==> src/rtl/ifetch.sv <==
// Instruction fetch unit: 16x13 program memory, IDLE/FETCH/HALT sequencer,
// registered instruction output with one-cycle read latency.
module ifetch #(
  parameter logic [3:0] HALT_OP  = 4'b1101,
  parameter logic [3:0] RESET_PC = 4'h0
) (
  input  logic        clk,
  input  logic        rst_n,
  input  logic        progEn,
  input  logic [3:0]  progAddr,
  input  logic [12:0] progData,
  input  logic        run,
  input  logic        stall,
  input  logic        brTaken,
  input  logic [3:0]  brTarget,
  output logic [12:0] instOut,
  output logic        instValid,
  output logic [3:0]  pc,
  output logic        halted
);

  typedef enum logic [1:0] {StIdle, StFetch, StHalt} state_e;

  state_e      state;
  logic [12:0] mem [16];
  logic [12:0] rd_word;

  assign rd_word = mem[pc];

  // Memory has no reset so a mid-run reset leaves the loaded program intact.
  always_ff @(posedge clk) begin
    if (progEn && (state == StIdle)) begin
      mem[progAddr] <= progData;
    end
  end

  always_ff @(posedge clk or negedge rst_n) begin
    if (!rst_n) begin
      state     <= StIdle;
      pc        <= RESET_PC;
      instOut   <= 13'b0;
      instValid <= 1'b0;
      halted    <= 1'b0;
    end else begin
      unique case (state)
        StIdle: begin
          instValid <= 1'b0;
          if (run) begin
            state <= StFetch;
          end
        end
        StFetch: begin
          if (!run) begin
            state     <= StIdle;
            pc        <= RESET_PC;
            instValid <= 1'b0;
          end else if (brTaken) begin
            // Flush the in-flight slot; fetch resumes at the target next cycle.
            pc        <= brTarget;
            instOut   <= 13'b0;
            instValid <= 1'b0;
          end else if (!stall) begin
            instOut   <= rd_word;
            instValid <= 1'b1;
            pc        <= pc + 4'd1;
            if (rd_word[12:9] == HALT_OP) begin
              state  <= StHalt;
              halted <= 1'b1;
            end
          end
        end
        StHalt: begin
          instValid <= 1'b0;
          if (!run) begin
            state  <= StIdle;
            pc     <= RESET_PC;
            halted <= 1'b0;
          end
        end
        default: begin
          state <= StIdle;
        end
      endcase
    end
  end

endmodule

==> config.mk <==
export PLATFORM = sky130hd
export DESIGN_NAME = ifetch
export DESIGN_NICKNAME = d
export VERILOG_FILES = /design/src/rtl/ifetch.sv
export SDC_FILE = /design/constraint.sdc
export NUM_CORES = 1
export LEC_CHECK = 0
export CORE_UTILIZATION = 54
export CTS_CLUSTER_SIZE = 24
export DETAILED_ROUTE_END_ITERATION = 16
export PLACE_DENSITY = 0.76
export SYNTH_ARGS = -nofsm -noshare
export SYNTH_HDL_FRONTEND = slang
export SYNTH_SLANG_ARGS = --single-unit
==> constraint.sdc <==
create_clock -name clk -period 2.6 [get_ports clk]
set_clock_uncertainty 0.1 [all_clocks]
set_input_delay 0.26 -clock clk [delete_from_list [all_inputs] [get_ports clk]]
set_output_delay 0.26 -clock clk [all_outputs]
set_load 0.1 [all_outputs]
==> results of run 1 <==
-- where the power goes --
part           internal (W)  total, W  switching, W  leakage, nW
clock network       0.00186   0.00319       0.00133        0.349
logic              0.000376  0.000988      0.000612        0.974
registers           0.00409   0.00415     0.0000691         2.15
total               0.00633   0.00834       0.00201         3.47
-- logic make-up (layout without fill, tap and decap cells) --
kind of cell / Yosys count / count (layout)
DFF: 229 / 229
muxes: 66 / 66
and+or+nand+nor: 66 / 66
adders and majority gates: 1 / 1
buffers and inverters: 22 / 122
AOI/OAI and AO/OA: 39 / 39
-- cells in the final DEF, fill, tap and decap left out, drive strengths merged, types with 2 or more instances in the layout --
| master | n |
|---|---|
| nor2b | 5 |
| edfxtp | 208 |
| buf | 53 |
| o21ai | 8 |
| nor2 | 23 |
| clkinvlp | 4 |
| dfrtp | 21 |
| or3 | 2 |
| nand2b | 6 |
| clkinv | 6 |
| nand4 | 2 |
| mux2i | 9 |
| nand2 | 13 |
| a22oi | 6 |
| nor3 | 5 |
| a21oi | 7 |
| a22o | 12 |
| bufinv | 2 |
| clkdlybuf4s50 | 26 |
| clkbuf | 29 |
| mux4 | 57 |
| inv | 2 |
| nand3 | 8 |
-- routing by layer --
metal / share of wire, % / up-vias
met5: 0 / -
met4: 2.8 / 0
met3: 7.5 / 47
met2: 50 / 232
met1: 40 / 2318
li1: - / 1923
-- synthesized netlist by cell type (3+ instances only) --
cell	instances
a21oi_1	7
edfxtp_1	208
nand2b_1	6
a22o_1	12
buf_4	3
nand2_1	13
o21ai_0	6
dfrtp_1	21
nor2_1	23
mux4_2	57
mux2i_1	9
buf_12	3
nor2b_1	5
clkbuf_1	11
nand3_1	6
nor3_1	5
a22oi_1	5
-- how the worst min path moves through the flow --
stage            endpoint  slack, ns
6_report       instOut[3]       0.14
5_1_grt        instOut[3]       0.18
4_1_cts        instOut[3]       0.15
3_5_place_dp   instOut[0]       0.40
3_3_place_gp   instOut[9]       0.38
2_1_floorplan      halted      -0.14
-- stage by stage --
| step | utilization, % | power, W | instances | hold slack (ns) | area (um2) |
|---|---|---|---|---|---|
| 6_report | 65.8 | 0.00834 | 739 | 0.142 | 10500 |
| 5_1_grt | 65.8 | 0.00859 | 739 | 0.184 | 10500 |
| 3_3_place_gp | 61.2 | 0.00520 | 697 | 0.376 | 9790 |
| 4_1_cts | 65.8 | 0.00838 | 739 | 0.146 | 10500 |
| 3_5_place_dp | 61.2 | 0.00522 | 697 | 0.398 | 9790 |
| 2_1_floorplan | - | 0.00493 | 423 | -0.136 | 8920 |
-- worst max-delay path: stages (launching register included) --
cell      delay (ns)
dfrtp_4         0.63
buf_12          0.26
mux4_2          0.52
nand3_1         0.14
nand3_2         0.13
a211oi_2        0.28
nand3_2         0.16
o21ai_2         0.13
-- sequential cells by signal, indices dropped and copies added (netlist names) --
register and count:
halted 1, instOut 13, instValid 1, mem 208, pc 4, state 2
-- cell type report --
class / count / area share [%]
sequential: 229 / 64.4
tap: 216 / 2.57
clock inverter: 13 / 1.20
inverter: 1 / 0.0357
multi-input combinational: 172 / 19.2
timing repair buffer: 79 / 6.85
clock buffer: 29 / 5.78
==> impl_metrics.yaml, run 1 <==
synthesis:
  synth_cell_types: 35
  ys_ff_latch: 229
  syn-cell-area_um2: 8920
  syn_area_per_cell_um2: 21.1
  synth_area_leader_cell: "edfxtp_1"
  ys_seq_area_share_pct: 75.9
  synth_xor_area_share_pct: 0
  netlist_instances: 423
  synth_edf_count: 208
  synth_top_family_by_area: "multiplexers"
  synth_top_area_share_pct: 70.0
  synthArstFlopShare_pct: 9.17
  synth_mux_area_share_pct: 15.4
  yosys.area_share.simple_pct: 3.56
  synthAdderAreaFrac_pct: 0.140
  synth_warnings: 0
  ys_top_cells_by_area: "edfxtp_1 (70%), mux4_2 (14%), dfrtp_1 (5.9%)"
  synthFlopType: "edfxtp_1"
  synth-compound-area-share_pct: 3.30
  syn_nets: 451
worst_hold_path:
  hold_class: "input pin to asynchronous set/reset pin"
routing:
  drc: 0
  drt_pass1_iterations: 6
  num_vias: 4520
  antenna_left: 0
  wl_um: 18800
  via_per_inst: 6.12
  drtIter0Drc: 586
  wl_per_cell_um: 25.4
place:
  portBuffers: 45
  post-place-ws_ns: 0.216
  dp_hpwl_um: 11300
  gp_congestion: 0.831
cts:
  cts_buffers: 23
  cts-resized-gates: 0
  cts_sinks: 229
  cts_tree: "yes"
  postCtsSetupRepairBufs: 0
  cts-root-buf: "clkbuf_16"
  clk_pin_slew_worst_paths_ns: 0.06
  clock_latency_ns: 0.50
  h-tree-depth: 1
  cts_hold_buf: 0
  clockBufferDepth: 3
global_routing:
  grt_pass1_wl_um: 28000
  grt.overflow.total: 0
  grtUsageMet3_pct: 4.11
  antenna_found_initial: 0
  grt_usage_pct: 23.5
  busiest_layer: "met2"
  grt_max_degree: 42
  first_global_vias: 4643
  met2_usage_pct: 39.2
  grt_use_met1_pct: 31.2
critical_path:
  reg2reg_depth: 7
  rrSetupSlack_ns: 0.17
  cp.arrival_ns: 2.75
  setup.worst_path.end: "state[1]"
  worstSetupPathType: "flop to flop"
  startpoint_type: "flop"
  end_kind: "flop"
  rr_endpoint: "state[1]"
  crit_required_ns: 2.92
  cp_max_fo: 21
  startpoint: "pc[0]"
  timing.rr.start: "pc[0]"
sta:
  fin_setup_tns_ns: 0
  hold_viol: 0
  slew_headroom_pct: 42.4
  fmax_ghz: 0.412
  grt_setup_unrepaired: "false"
  period_share_pct: 93.3
  worst_slew_pin_slew_ns: 0.861
  fin_crit_ns: 2.43
  finalSetupViolCount: 0
  setup_slack_ns: 0.175
  finalMaxSlewViolations: 0
floorplanning:
  die_x_um: 131
  row_count: 46
  initial_core_util_pct: 55.8
  dieArea_um2: 17000
  pin_count: 46
  die_h_um: 131
  core_area_um2: 16000
cells_and_area:
  antenna_cells: 0
  drive_gt1_share_pct: 30.4
  area_delta_synth_final_pct: 17.9
  layout.nets: 534
  seq_area_um2: 6780
  multiInputGateArea_um2: 2020
  fill_cells: 1033
power:
  powerDensity_nw_per_um2: 792
  leakagePower_nw: 3.47
  peakVddDrop_mv: 0.463
job:
  drv_cap: 0
outcome:
  outcome: "complete, no violations"
Power figures use the tool's default switching activity.
==> run 2, diff against run 1 <==
--- a/config.mk
+++ b/config.mk
@@ -8,7 +8,8 @@
 export CORE_UTILIZATION = 54
 export CTS_CLUSTER_SIZE = 24
 export DETAILED_ROUTE_END_ITERATION = 16
-export PLACE_DENSITY = 0.76
+export PLACE_DENSITY_LB_ADDON = 0.15
 export SYNTH_ARGS = -nofsm -noshare
 export SYNTH_HDL_FRONTEND = slang
 export SYNTH_SLANG_ARGS = --single-unit
+export TNS_END_PERCENT = 10
==> run 2 against run 1 <==
Effect of this change: sequential power is essentially flat; combinational power about the same; final cell count up 0.27%; core utilization is 0.36 points higher; critical path type unchanged; largest power group unchanged.
==> impl_metrics.yaml, run 2 (same netlist as run 1, synthesis figures left out) <==
place:
  portBuffers: 45
  dp_hpwl_um: 11300
  gp_congestion: 0.766
  post-place-ws_ns: 0.371
critical_path:
  timing.rr.start: "pc[0]"
  crit_slowest_cell: "dfrtp_4"
  cp.arrival_ns: 2.51
  reg2reg_depth: 4
  worstSetupPathType: "flop to flop"
  path_cells: "buf_12 -> mux4_2 -> mux4_2 -> a22o_1"
  end_kind: "flop"
  rrSetupSlack_ns: 0.39
  rr_endpoint: "instOut[7]"
  cpMostUsedCell: "mux4_2"
  startpoint_type: "flop"
  startpoint: "pc[0]"
  cp_max_fo: 16
  crit_required_ns: 2.90
  slowest_delay_ns: 0.56
power:
  peakVddDrop_mv: 0.466
  p_int_w: 0.00635
  leakagePower_nw: 3.52
  pwr-share-comb_pct: 12.0
  power_frac_clock_pct: 38.3
  seq_power_share_pct: 49.7
  swShare_pct: 24.0
  powerDensity_nw_per_um2: 789
  p_switching_w: 0.00200
global_routing:
  grt_max_degree: 56
  grt_usage_pct: 22.9
  first_global_vias: 4550
  grt.overflow.total: 0
  antenna_found_initial: 0
  grt_pass1_wl_um: 27300
floorplanning:
  pin_count: 46
  initial_core_util_pct: 55.8
  dieArea_um2: 17000
  die_h_um: 131
  row_count: 46
  die_x_um: 131
  core_area_um2: 16000
routing:
  via_per_inst: 6.06
  wl_um: 18700
  drc: 0
  antenna_left: 0
  wl_per_cell_um: 25.2
  num_vias: 4492
  drtIter0Drc: 404
  drt_pass1_iterations: 5
cts:
  clock_latency_ns: 0.51
  cts-resized-gates: 0
  h-tree-depth: 1
  cts_tree: "yes"
  clockBufferDepth: 3
  postCtsSetupRepairBufs: 0
  cts_hold_buf: 0
  cts_buffers: 23
  cts-root-buf: "clkbuf_16"
  cts_sinks: 229
  clk_pin_slew_worst_paths_ns: 0.06
job:
  drv_cap: 0
cells_and_area:
  antenna_cells: 0
  reg_top3: "mem: 208 flops, instOut: 13 flops, pc: 4 flops"
  fill_cells: 1075
  regMostFlops: "mem"
  largest_reg_flops: 208
  most-common-layout-cells: "edfxtp_1 (208), mux4_2 (57), buf_4 (48)"
  area_delta_synth_final_pct: 18.6
  drive_gt1_share_pct: 31.6
  layout.nets: 536
  final_common_cell: "edfxtp_1"
sta:
  fin_crit_ns: 2.21
  fmax_ghz: 0.453
  fin_setup_tns_ns: 0
  grt_setup_unrepaired: "false"
  hold_viol: 0
  setup_slack_ns: 0.394
  slew_headroom_pct: 55.2
  period_share_pct: 84.9
  finalSetupViolCount: 0
  worst_slew_pin_slew_ns: 0.672
  finalMaxSlewViolations: 0
outcome:
  outcome: "complete, no violations"
worst_hold_path:
  hold_class: "input pin to asynchronous set/reset pin"
## run 2: stage by stage
stage	util [%]	cell area, um2	hold slack (ns)	std cells	power [W]
global placement	61.5	9830	0.374	699	0.00522
finish	66.1	10600	0.0188	741	0.00835
CTS	66.1	10600	0.0204	741	0.00841
floorplan	-	8920	-0.136	423	0.00493
global route	66.1	10600	0.0464	741	0.00858
detailed placement	61.5	9830	0.372	699	0.00524
## run 2: routing by layer
layer	global-route usage (%)	vias up	routed length, um
met3	4.76	33	1310
met4	8.52	0	467
met2	36.9	187	9090
met5	0	-	0
met1	31.1	2348	7820
li1	-	1924	-
## run 2: power groups by stage
| stage | Sequential (W) | Combinational [W] | Clock (W) |
|---|---|---|---|
| 6_report | 0.00415 | 0.00100 | 0.00320 |
| 3_3_place_gp | 0.00422 | 0.000999 | 0 |
| 2_1_floorplan | 0.00449 | 0.000442 | 0 |
| 4_1_cts | 0.00415 | 0.00101 | 0.00325 |
| 5_1_grt | 0.00415 | 0.00106 | 0.00337 |
| 3_5_place_dp | 0.00422 | 0.00101 | 0 |
## run 2: cell type report
type | count | area, um2 | area share (%)
Sequential cell | 229 | 6780 | 64.0
Multi-Input combinational cell | 172 | 2020 | 19.1
Timing Repair Buffer | 81 | 761 | 7.19
Clock buffer | 31 | 656 | 6.20
Tap cell | 216 | 270 | 2.55
Clock inverter | 11 | 91.3 | 0.863
Inverter | 1 | 3.75 | 0.0355
## run 2: how the worst max path moves through the flow
stage / to / slack, ns
after global routing: halted / 0.32
after detailed placement: instOut[7] / 0.37
after CTS: instOut[7] / 0.36
after global placement: instOut[3] / 0.38
final: instOut[7] / 0.39
after floorplan: mem[0][0] / 0.08
## run 2: critical path, delay by kind of cell, from the launching register on
| family | cells | cell delay [ns] |
|---|---|---|
| buffers and inverters | 1 | 0.22 |
| flip-flops | 1 | 0.56 |
| AO/OA/AOI/OAI | 1 | 0.21 |
| multiplexers | 2 | 1.02 |
==> run 3, diff against run 2 <==
==> constraint.sdc (replaced) <==
create_clock -name clk -period 1.95 [get_ports clk]
set_clock_uncertainty 0.1 [all_clocks]
set_input_delay 0.195 -clock clk [delete_from_list [all_inputs] [get_ports clk]]
set_output_delay 0.195 -clock clk [all_outputs]
set_load 0.1 [all_outputs]
==> run 3 against run 2 <==
Effect of this change: the flow now finishes with violations (setup timing); largest power group unchanged; critical endpoint is now state[0]; worst hold slack better by 0.22 ns; cell area is 3.9% higher; final cell count is 5.1% higher; fmax rose by 3.0%; first-iteration DRC count down 0.74%; highest routed layer is now met5; combinational power rose by 47%.
==> impl_metrics.yaml, run 3 (same netlist as run 1, synthesis figures left out) <==
place:
  portBuffers: 45
  dp_hpwl_um: 12400
  gp_congestion: 0.798
  placed_area_um2: 10100
  post-place-ws_ns: -0.191
critical_path:
  setup.worst_path.end: "state[0]"
  cpMostUsedCell: "buf_4"
  slowest_delay_ns: 0.53
  crit_slowest_cell: "dfrtp_4"
  timing.critical_path.buf_inv: 3
  rrSetupSlack_ns: -0.19
  crit_cells: 8
  timing.rr.start: "pc[0]"
  reg2reg_depth: 8
  cp.arrival_ns: 2.43
  crit_required_ns: 2.24
  path_delay_family: "flip-flops"
  rr_endpoint: "state[0]"
  startpoint: "pc[0]"
  worstSetupPathType: "flop to flop"
  end_kind: "flop"
  path_cells: "buf_12 -> buf_4 -> mux4_2 -> nand3_1 -> nand3_2 -> a211oi_2 -> buf_4 -> a31oi_1"
  startpoint_type: "flop"
  cp_max_fo: 7
sta:
  grt_setup_unrepaired: "true"
  slew_headroom_pct: 64.1
  period_share_pct: 110
  fin_crit_ns: 2.14
  setup_slack_ns: -0.192
  worst_slew_pin_slew_ns: 0.536
  finalMaxSlewViolations: 0
  finalSetupViolCount: 15
  fmax_ghz: 0.467
  hold_ws_ns: 0.237
  hold_viol: 0
cells_and_area:
  layout.nets: 573
  drive_gt1_share_pct: 36.9
  reg_top3: "mem: 208 flops, instOut: 13 flops, pc: 4 flops"
  finalInstanceArea_um2: 11000
  most-common-layout-cells: "edfxtp_1 (208), buf_4 (75), mux4_2 (57)"
  antenna_cells: 0
  largest_reg_flops: 208
  final_common_cell: "edfxtp_1"
  regMostFlops: "mem"
  area_delta_synth_final_pct: 23.3
  fin_util_pct: 68.7
global_routing:
  grt_usage_pct: 23.3
  grt_max_degree: 22
  grt.overflow.total: 0
  grt_pass1_wl_um: 28000
  antenna_found_initial: 1
  first_global_vias: 4720
worst_hold_path:
  hold_class: "input pin to flop"
  hp-start: "brTarget[1]"
cts:
  h-tree-depth: 1
  clk_pin_slew_worst_paths_ns: 0.06
  cts_sinks: 229
  cts_tree: "yes"
  clockBufferDepth: 3
  clock_latency_ns: 0.51
  cts-root-buf: "clkbuf_16"
  cts_buffers: 24
power:
  powerDensity_nw_per_um2: 1040
  leakagePower_nw: 3.73
  peakVddDrop_mv: 0.625
  p_total_w: 0.0114
routing:
  via_per_inst: 5.87
  antenna_left: 0
  wl_um: 18800
  drtIter0Drc: 401
  num_vias: 4574
  drc: 0
  drt_pass1_iterations: 5
  wl_per_cell_um: 24.1
floorplanning:
  dieArea_um2: 17000
  initial_core_util_pct: 55.8
  die_h_um: 131
  die_x_um: 131
  core_area_um2: 16000
  pin_count: 46
  row_count: 46
outcome:
  outcome: "complete, but fails checks"
  violations: "setup timing"
job:
  drv_cap: 0
## run 3: changes by cell type in the layout (fill, tap and decap cells not counted), moves of 3 or more
cell	previous run	this run
clkbuf_8	5	1
clkbuf_1	3	6
buf_12	7	12
buf_6	0	3
clkinv_1	0	3
buf_4	48	75
nand3_1	6	3
## run 3: layout make-up
cell class,count,area (um2)
sequential,229,6780
fill,1028,5000
inverter,1,3.75
clock buffer,32,662
clock inverter,12,109
timing repair buffer,117,1110
multi-input combinational,172,2060
tap,216,270
## run 3: worst register-to-register path, delay by kind of cell, from the launching register on
kind / cells / cell delay (ns)
compound gates: 2 / 0.33
flops: 1 / 0.53
buf+inv: 3 / 0.44
mux: 1 / 0.41
simple gates: 2 / 0.21
## run 3: through the flow
stage | TNS (ns) | std cells
after floorplan | -25.04 | 423
after global placement | -2.07 | 727
after detailed placement | -3.06 | 727
after CTS | -2.06 | 773
after global routing | -3.53 | 779
final | -2.23 | 779
## run 3: report_power, final
part / leakage, nW / total (W) / switching [W] / internal [W]
sequential: 2.15 / 0.00552 / 0.0000746 / 0.00545
clock: 0.379 / 0.00443 / 0.00179 / 0.00264
combinational: 1.20 / 0.00147 / 0.000874 / 0.000597
## run 3: layer usage
layer / vias to the layer above / wire length [um] / share of wire [%] / GRT usage [%]
met3: 41 / 1460 / 7.8 / 4.36
met1: 2359 / 7370 / 39 / 30.9
met5: - / 13 / 0.069 / 0
met4: 2 / 406 / 2.2 / 7.51
li1: 1991 / - / - / -
met2: 181 / 9560 / 51 / 39.4
## run 3: worst min-delay path by stage
stage / end / slack (ns) / cells past startpoint
2_1_floorplan: halted / -0.20 / 0
3_3_place_gp: instOut[9] / 0.37 / 1
3_5_place_dp: instOut[9] / 0.38 / 1
4_1_cts: pc[1] / 0.23 / 3
5_1_grt: pc[1] / 0.29 / 3
6_report: pc[1] / 0.24 / 3
## run 3: timing repair
action / 4_1_cts / 5_1_grt
endpoints found under the hold margin: 21 / 0
pin swaps: 7 / 10
gates resized for setup: 2 / 11
hold buffers: 1 / 0
cloned: 0 / 0
endpoints found under the setup margin: 15 / 51
buffers inserted: 1 / 6
